**config.mk**
```make
export PLATFORM = sky130hd
export DESIGN_NAME = mem_access_stage_flat
export DESIGN_NICKNAME = d
export VERILOG_FILES = /design/src/rtl/cpu_pkg.sv /design/src/rtl/mem_access_stage_if.sv /design/src/rtl/mem_wb_reg.sv /design/src/rtl/mem_access_stage.sv /design/src/flat_wrapper.sv
export SDC_FILE = /design/constraint.sdc
export NUM_CORES = 1
export LEC_CHECK = 0
export ABC_CLOCK_PERIOD_IN_PS = 2000
export CORE_UTILIZATION = 44
export DETAILED_ROUTE_END_ITERATION = 8
export PLACE_DENSITY = 0.81
export SYNTH_ARGS = -nofsm -noshare
export SYNTH_HDL_FRONTEND = slang
export SYNTH_SLANG_ARGS = --single-unit
```
**constraint.sdc**
```tcl
create_clock -name clk -period 2 [get_ports clk]
set_input_delay 0.3 -clock clk [delete_from_list [all_inputs] [get_ports clk]]
set_output_delay 0.3 -clock clk [all_outputs]
set_load 0.005 [all_outputs]
```
**src/rtl/cpu_pkg.sv**
```systemverilog
// Shared types and widths for the MEM pipeline stage.
package cpu_pkg;

  localparam int unsigned WORD_W = 32;
  localparam int unsigned REG_W  = 5;

  typedef enum logic {
    IDLE = 1'b0,
    WAIT = 1'b1
  } state_e;

  // A word access must sit on a 4-byte boundary.
  function automatic logic is_misaligned(input logic [WORD_W-1:0] addr);
    return addr[1:0] != 2'b00;
  endfunction

endpackage

```
**src/rtl/mem_access_stage_if.sv**
```systemverilog
// Data-memory request/acknowledge bus between the MEM stage and memory.
interface mem_access_stage_if;

  logic                       memReq;
  logic                       memWe;
  logic [cpu_pkg::WORD_W-1:0] memAddr;
  logic [cpu_pkg::WORD_W-1:0] memWdata;
  logic                       memAck;
  logic [cpu_pkg::WORD_W-1:0] memRdata;

  modport master (
    output memReq, memWe, memAddr, memWdata,
    input  memAck, memRdata
  );

  modport slave (
    input  memReq, memWe, memAddr, memWdata,
    output memAck, memRdata
  );

endinterface

```
**src/rtl/mem_wb_reg.sv**
```systemverilog
// MEM/WB pipeline register: full load, bubble insert (RegWrite cleared only),
// with the load-data field updated only when the instruction was a load.
module mem_wb_reg
  import cpu_pkg::*;
(
  input  logic              clk,
  input  logic              rst_n,
  input  logic              load_en,
  input  logic              bubble,
  input  logic              rdata_en,
  input  logic              reg_write_in,
  input  logic              memto_reg_in,
  input  logic [REG_W-1:0]  dest_in,
  input  logic [WORD_W-1:0] alu_in,
  input  logic [WORD_W-1:0] rdata_in,
  output logic              reg_write_out,
  output logic              memto_reg_out,
  output logic [REG_W-1:0]  dest_out,
  output logic [WORD_W-1:0] alu_out,
  output logic [WORD_W-1:0] rdata_out
);

  logic              reg_write_q, reg_write_d;
  logic              memto_reg_q, memto_reg_d;
  logic [REG_W-1:0]  dest_q, dest_d;
  logic [WORD_W-1:0] alu_q, alu_d;
  logic [WORD_W-1:0] rdata_q, rdata_d;

  // Next-state selection: load wins, bubble only kills the register write.
  always_comb begin
    reg_write_d = reg_write_q;
    memto_reg_d = memto_reg_q;
    dest_d      = dest_q;
    alu_d       = alu_q;
    rdata_d     = rdata_q;
    if (load_en) begin
      reg_write_d = reg_write_in;
      memto_reg_d = memto_reg_in;
      dest_d      = dest_in;
      alu_d       = alu_in;
      if (rdata_en) begin
        rdata_d = rdata_in;
      end
    end else if (bubble) begin
      reg_write_d = 1'b0;
    end
  end

  // Pipeline register storage with asynchronous clear.
  always_ff @(posedge clk or negedge rst_n) begin
    if (!rst_n) begin
      reg_write_q <= 1'b0;
      memto_reg_q <= 1'b0;
      dest_q      <= '0;
      alu_q       <= '0;
      rdata_q     <= '0;
    end else begin
      reg_write_q <= reg_write_d;
      memto_reg_q <= memto_reg_d;
      dest_q      <= dest_d;
      alu_q       <= alu_d;
      rdata_q     <= rdata_d;
    end
  end

  assign reg_write_out = reg_write_q;
  assign memto_reg_out = memto_reg_q;
  assign dest_out      = dest_q;
  assign alu_out       = alu_q;
  assign rdata_out     = rdata_q;

endmodule

```
**src/rtl/mem_access_stage.sv**
```systemverilog
// MEM pipeline stage: issues data-memory requests, stalls upstream until
// acknowledge or timeout, flags illegal accesses and loads MEM/WB.
module mem_access_stage
  import cpu_pkg::*;
#(
  parameter int unsigned TIMEOUT_CYC = 255
) (
  input  logic              clk,
  input  logic              rst_n,
  input  logic              validIN,
  input  logic              BranchIN,
  input  logic              MemReadIN,
  input  logic              MemtoRegIN,
  input  logic              MemWriteIN,
  input  logic              RegWriteIN,
  input  logic              zeroIN,
  input  logic [REG_W-1:0]  destinationRegisterIN,
  input  logic [WORD_W-1:0] ALUResultIN,
  input  logic [WORD_W-1:0] readData2IN,
  mem_access_stage_if.master bus,
  output logic              stall,
  output logic              PCSrc,
  output logic              RegWriteOUT,
  output logic              MemtoRegOUT,
  output logic [REG_W-1:0]  destinationRegisterOUT,
  output logic [WORD_W-1:0] ALUResultOUT,
  output logic [WORD_W-1:0] readDataOUT,
  output logic              memError
);

  // Last WAIT cycle index before the request is abandoned.
  localparam logic [7:0] TMO_LAST = 8'(TIMEOUT_CYC - 1);

  state_e            state_q, state_d;
  logic [7:0]        cnt_q, cnt_d;
  logic [WORD_W-1:0] addr_q, addr_d;
  logic [WORD_W-1:0] wdata_q, wdata_d;
  logic              we_q, we_d;
  logic              err_q, err_d;

  logic is_mem, bad_op;
  logic req, stall_c;
  logic wb_load, wb_bubble, wb_rdata_en;

  assign is_mem = validIN & (MemReadIN | MemWriteIN);
  assign bad_op = is_mem & ((MemReadIN & MemWriteIN) | is_misaligned(ALUResultIN));

  // Request sequencing, timeout counting and MEM/WB load decisions.
  always_comb begin
    state_d     = state_q;
    cnt_d       = cnt_q;
    addr_d      = addr_q;
    wdata_d     = wdata_q;
    we_d        = we_q;
    err_d       = err_q;
    req         = 1'b0;
    stall_c     = 1'b0;
    wb_load     = 1'b0;
    wb_bubble   = 1'b0;
    wb_rdata_en = 1'b0;
    case (state_q)
      IDLE: begin
        if (!validIN) begin
          wb_bubble = 1'b1;
        end else if (!is_mem) begin
          wb_load = 1'b1;
        end else if (bad_op) begin
          wb_bubble = 1'b1;
          err_d     = 1'b1;
        end else begin
          req     = 1'b1;
          addr_d  = ALUResultIN;
          wdata_d = readData2IN;
          we_d    = MemWriteIN;
          if (bus.memAck) begin
            wb_load     = 1'b1;
            wb_rdata_en = MemReadIN;
          end else begin
            stall_c = 1'b1;
            state_d = WAIT;
            cnt_d   = '0;
          end
        end
      end
      WAIT: begin
        // Ack on the final allowed cycle still completes the access.
        req = 1'b1;
        if (bus.memAck) begin
          wb_load     = 1'b1;
          wb_rdata_en = MemReadIN;
          state_d     = IDLE;
        end else if (cnt_q == TMO_LAST) begin
          wb_bubble = 1'b1;
          err_d     = 1'b1;
          state_d   = IDLE;
        end else begin
          stall_c = 1'b1;
          cnt_d   = cnt_q + 8'd1;
        end
      end
      default: state_d = IDLE;
    endcase
  end

  // FSM, timeout counter, registered request copy and sticky error.
  always_ff @(posedge clk or negedge rst_n) begin
    if (!rst_n) begin
      state_q <= IDLE;
      cnt_q   <= '0;
      addr_q  <= '0;
      wdata_q <= '0;
      we_q    <= 1'b0;
      err_q   <= 1'b0;
    end else begin
      state_q <= state_d;
      cnt_q   <= cnt_d;
      addr_q  <= addr_d;
      wdata_q <= wdata_d;
      we_q    <= we_d;
      err_q   <= err_d;
    end
  end

  // The IDLE request is combinational from the inputs, so reset gates the
  // bus and stall directly to keep them low while rst_n is asserted.
  assign bus.memReq   = rst_n & req;
  assign bus.memWe    = rst_n & req & ((state_q == IDLE) ? MemWriteIN : we_q);
  assign bus.memAddr  = !rst_n ? '0 :
                        ((state_q == IDLE) && req) ? ALUResultIN : addr_q;
  assign bus.memWdata = !rst_n ? '0 :
                        ((state_q == IDLE) && req) ? readData2IN : wdata_q;

  assign stall    = rst_n & stall_c;
  assign PCSrc    = BranchIN & zeroIN & validIN;
  assign memError = err_q;

  mem_wb_reg u_mem_wb_reg (
    .clk           (clk),
    .rst_n         (rst_n),
    .load_en       (wb_load),
    .bubble        (wb_bubble),
    .rdata_en      (wb_rdata_en),
    .reg_write_in  (RegWriteIN),
    .memto_reg_in  (MemtoRegIN),
    .dest_in       (destinationRegisterIN),
    .alu_in        (ALUResultIN),
    .rdata_in      (bus.memRdata),
    .reg_write_out (RegWriteOUT),
    .memto_reg_out (MemtoRegOUT),
    .dest_out      (destinationRegisterOUT),
    .alu_out       (ALUResultOUT),
    .rdata_out     (readDataOUT)
  );

endmodule

```
**src/flat_wrapper.sv**
```systemverilog
// flat-port wrapper written by rule: the top's interface ports become plain ports
module mem_access_stage_flat import cpu_pkg::*;
#(
  parameter int unsigned TIMEOUT_CYC = 255
)
  (clk, rst_n, validIN, BranchIN, MemReadIN, MemtoRegIN, MemWriteIN, RegWriteIN, zeroIN, destinationRegisterIN, ALUResultIN, readData2IN, stall, PCSrc, RegWriteOUT, MemtoRegOUT, destinationRegisterOUT, ALUResultOUT, readDataOUT, memError, bus_memReq, bus_memWe, bus_memAddr, bus_memWdata, bus_memAck, bus_memRdata);
  mem_access_stage_if bus_i ();
  input  logic clk;
  input  logic rst_n;
  input  logic validIN;
  input  logic BranchIN;
  input  logic MemReadIN;
  input  logic MemtoRegIN;
  input  logic MemWriteIN;
  input  logic RegWriteIN;
  input  logic zeroIN;
  input  logic [REG_W-1:0] destinationRegisterIN;
  input  logic [WORD_W-1:0] ALUResultIN;
  input  logic [WORD_W-1:0] readData2IN;
  output logic stall;
  output logic PCSrc;
  output logic RegWriteOUT;
  output logic MemtoRegOUT;
  output logic [REG_W-1:0] destinationRegisterOUT;
  output logic [WORD_W-1:0] ALUResultOUT;
  output logic [WORD_W-1:0] readDataOUT;
  output logic memError;
  output wire logic [$bits(bus_i.memReq)-1:0] bus_memReq;
  output wire logic [$bits(bus_i.memWe)-1:0] bus_memWe;
  output wire logic [$bits(bus_i.memAddr)-1:0] bus_memAddr;
  output wire logic [$bits(bus_i.memWdata)-1:0] bus_memWdata;
  input wire logic [$bits(bus_i.memAck)-1:0] bus_memAck;
  input wire logic [$bits(bus_i.memRdata)-1:0] bus_memRdata;
  assign bus_memReq = bus_i.memReq;
  assign bus_memWe = bus_i.memWe;
  assign bus_memAddr = bus_i.memAddr;
  assign bus_memWdata = bus_i.memWdata;
  assign bus_i.memAck = bus_memAck;
  assign bus_i.memRdata = bus_memRdata;
  mem_access_stage #(.TIMEOUT_CYC(TIMEOUT_CYC)) u_core (.clk(clk), .rst_n(rst_n), .validIN(validIN), .BranchIN(BranchIN), .MemReadIN(MemReadIN), .MemtoRegIN(MemtoRegIN), .MemWriteIN(MemWriteIN), .RegWriteIN(RegWriteIN), .zeroIN(zeroIN), .destinationRegisterIN(destinationRegisterIN), .ALUResultIN(ALUResultIN), .readData2IN(readData2IN), .bus(bus_i), .stall(stall), .PCSrc(PCSrc), .RegWriteOUT(RegWriteOUT), .MemtoRegOUT(MemtoRegOUT), .destinationRegisterOUT(destinationRegisterOUT), .ALUResultOUT(ALUResultOUT), .readDataOUT(readDataOUT), .memError(memError));
endmodule
```
==> results of run 1 <==
-- layout make-up --
cell class | count | area share [%]
clock buffers | 18 | 4.31
clock inverters | 14 | 2.29
inverters | 4 | 0.147
multi-input cells | 262 | 26.0
flip-flops and latches | 146 | 35.8
well taps | 180 | 2.21
repair buffers | 306 | 29.3
-- kinds of logic after synthesis --
kind of cell               count (synthesis)
buffers and inverters                     30
xor gates and xnor gates                   3
muxes                                    134
and+or+nand+nor                           99
AOI/OAI and AO/OA                         23
DFF                                      146
adders and majority gates                  2
-- worst register-to-register path: cells and delay by family (launching register included) --
family                 cells  cell delay [ns]
flip-flops                 1             0.41
buffers and inverters      2             0.43
AO/OA/AOI/OAI              2             0.31
AND/OR/NAND/NOR            2             0.71
-- sequential cells by signal, indices dropped and copies added (netlist names), 5 cells and up --
name                           cells
u_core.addr_q                     32
u_core.cnt_q                       8
u_core.u_mem_wb_reg.alu_out       32
u_core.u_mem_wb_reg.dest_out       5
u_core.u_mem_wb_reg.rdata_out     32
u_core.wdata_q                    32
-- cell usage after synthesis --
master and count:
or3_1 2, a21boi_0 1, buf_1 1, mux2_2 100
a221o_1 1, nand2_1 6, o31ai_1 4, or4_1 1
buf_4 1, dfrtp_1 146, a32oi_1 1, o22ai_1 1
a21oi_1 6, o211ai_1 1, nand3_1 4, nand4_1 1
o21ai_1 1, o21ai_0 4, nor4b_2 1, buf_2 10
or3b_2 1, and3_1 3, o221ai_1 1, mux2_4 33
nand4bb_1 1, buf_6 5, nor3b_1 1, nor3_1 1
clkbuf_1 9, inv_1 4, ha_1 2, nor4b_1 1
o211ai_4 1, nor2b_1 4, xor2_1 3, nor2_2 1
o32ai_1 1, nor2_1 4, and2_1 65, mux2i_1 1
or2_2 1, and4b_1 1
-- final timing paths --
check | start | endpoint | slack [ns] | cells after the start
setup / recovery | u_core.state_q | bus_memWdata[15] | -0.53 | 8
hold / removal | rst_n | u_core.cnt_q[7] | 0.34 | 3
setup reg to reg | u_core.state_q | u_core.cnt_q[7] | 0.07 | 6
hold reg to reg | u_core.memError | u_core.memError | 0.48 | 1
max in group asynchronous | rst_n | u_core.wdata_q[17] | 1.18 | 4
min in group clk | ALUResultIN[0] | u_core.u_mem_wb_reg.alu_out[0] | 0.37 | 3
-- what timing repair did --
item                       in CTS  in global routing
setup endpoints to repair      67                 68
pin swaps                       1                  4
hold buffers                    1                  0
gates resized for setup        88                142
cloned                          0                  8
buffers inserted                1                 18
hold endpoints to repair      125                  0
-- where the power goes --
part | switching, mW | internal, mW
clock | 1.22 | 2.37
combinational | 0.911 | 2.03
sequential | 0.324 | 3.69
total | 2.45 | 8.08
-- metrics by stage --
stage | setup slack [ns] | total power, mW | area (um2)
floorplan | 0.118 | 5.12 | 6280
global placement | -0.700 | 6.79 | 9170
detailed placement | -0.725 | 6.91 | 9170
CTS | -0.806 | 10.4 | 9810
global route | -0.612 | 11.1 | 10200
finish | -0.527 | 10.5 | 10200
-- routing by layer --
metal / global-route usage [%] / up-vias / share of wire [%]
li1: - / 2109 / -
met1: 25.7 / 2248 / 42
met2: 35.9 / 204 / 48
met3: 7.71 / 28 / 8.2
met4: 8.64 / 0 / 2.2
met5: 0 / - / 0
==> metrics.md, run 1 <==
| Metric | Value |
|---|---|
| Status | finished with violations |
| Violated checks | setup timing |
| Mux contribution to synthesized area | 26.0% |
| F_max | 396 MHz |
| Final count of hold timing violations | 0 |
| Final Max Tran Viols | 0 |
| Sink Count | 146 |
| ANT nets after route | 0 |
| Commonest non-fill, non-tap cell in the layout | clkdlybuf4s50_1 |
| Top cell type's share of synthesized area | 58.2% |
| Library cells used by synthesis | 42 |
| Worst-path maximum fanout | 6 |
| Minimum clock period | 2.53 ns |
| Required time worst endpoint | 1.70 ns |
| GRT Total Usage | 21.7% |
| Most frequent cells in the layout | clkdlybuf4s50_1 (180), dfrtp_1 (146), mux2_2 (77), mux2_4 (56), and2_1 (46) |
| Area of the mapped netlist | 0.00628 mm2 |
| Area contributors post-synth | dfrtp_1 (58%), mux2_2 (18%), mux2_4 (7.9%), and2_1 (6.5%), buf_6 (0.90%) |
| Number of max-cap violations | 0 |
| Setup WS post-layout | -0.527 ns |
| Area of the die | 0.0148 mm2 |
| CP peak stage delay | 0.42 ns |
| Via count | 4,589 |
| Final cycle utilization of the critical path | 126% |
| Buf/Inv on CP | 4 |
| First-pass GRT wire length | 24.4 mm |
| WL/cell | 17.8 um |
| Pwr per Cell Area | 1030 mW/mm2 |
| Syn_area_per_cell | 14.4 um2 |
| Hold/Removal Path Class | in -> async |
| Detailed-route DRC error count | 0 |
| Share of layout cells above drive strength 1 | 39.3% |
| Worst setup SP type | flip-flop |
| Post-DP HPWL | 11.2 mm |
| Multi-input logic area | 0.00265 mm2 |
| Post-layout util | 73.5% |
| Synth Area in Adders | 0.398% |
| Sequential share of the synthesized area | 58.2% |
| CP delay by family, top | buffers and inverters |
| Height of the die | 121 um |
| Vias per cell | 4.93 |
| Flop and latch count out of synthesis | 146 |
| I/O pins | 251 |
| Final wirelength | 16.5 mm |
| Final hold slack | 0.338 ns |
| Clock root cell | clkbuf_16 |
| Worst Path Arrival | 2.23 ns |
| Fin cells | 930 |
| Compound-gate portion of the synthesized area | 2.61% |
| Cell type with the largest total area after synthesis | dfrtp_1 |
| I/O Buffers | 250 |
| Critical-path cell list | nor4b_4 -> buf_6 -> nand2_8 -> clkbuf_16 -> buf_4 -> mux2_4 -> and2_4 -> clkbuf_2 |
| Routability cong. | 0.827 |
| Nets | 850 |
| Simple-Gate Fraction of Synth Area | 9.76% |
| Worst-path clk slew | 0.06 ns |
| Setup violators final | 65 |
| CTS Buf Count | 17 |
| Antenna violations before repair | 0 |
| Syn Nets | 550 |
| Number of global-route vias before repair | 4,772 |
| Clk Latency, worst-skew pair | 0.42 ns |
| Worst-Margin Slew | 0.460 ns |
| Total gr overflow | 0 |
| Largest net degree at the start of global routing | 59 |
| Drt initial violations | 181 |
| Syn Inst Count | 437 |
| CTS tree | yes |
| Worst Setup End Kind | primary output |
| WS Path Type | reg -> out |
| RSZ-0062 raised after global routing | yes |
| Area delta synth->final | 62.4% |
| Setup TNS | -30.22 ns |
| Starting Density | 45.2% |
| Relative slew slack | 69.3% |
| Pleak | 4.91 nW |
| Post-synthesis xor/xnor area fraction | 0.418% |
| Clk buf depth | 2 |
| Fillers | 879 |
| Die W | 121 um |
| Largest family of logic cells by synthesized area | multiplexers |
| YS warnings | 0 |
| Core area | 0.0139 mm2 |
| Depth of the CTS H-tree | 4 |
| CP max stage cell | dfrtp_1 |
| Maximum VDD drop | 0.526 mV |
| # rows | 43 |
| Diode count | 0 |
| Reg area | 0.00365 mm2 |
| DR pass1 iterations | 4 |
| Placed Cells | 870 |
| Post-Route Skew | 0.00708 ns |
Power figures use the tool's default switching activity.
==> run 2: changes to the inputs <==
--- a/config.mk
+++ b/config.mk
@@ -12,3 +12,4 @@
 export SYNTH_ARGS = -nofsm -noshare
 export SYNTH_HDL_FRONTEND = slang
 export SYNTH_SLANG_ARGS = --single-unit
+export TNS_END_PERCENT = 100
==> results of run 2 <==
No change in the layout: final DEF, timing and power equal those of run 1.
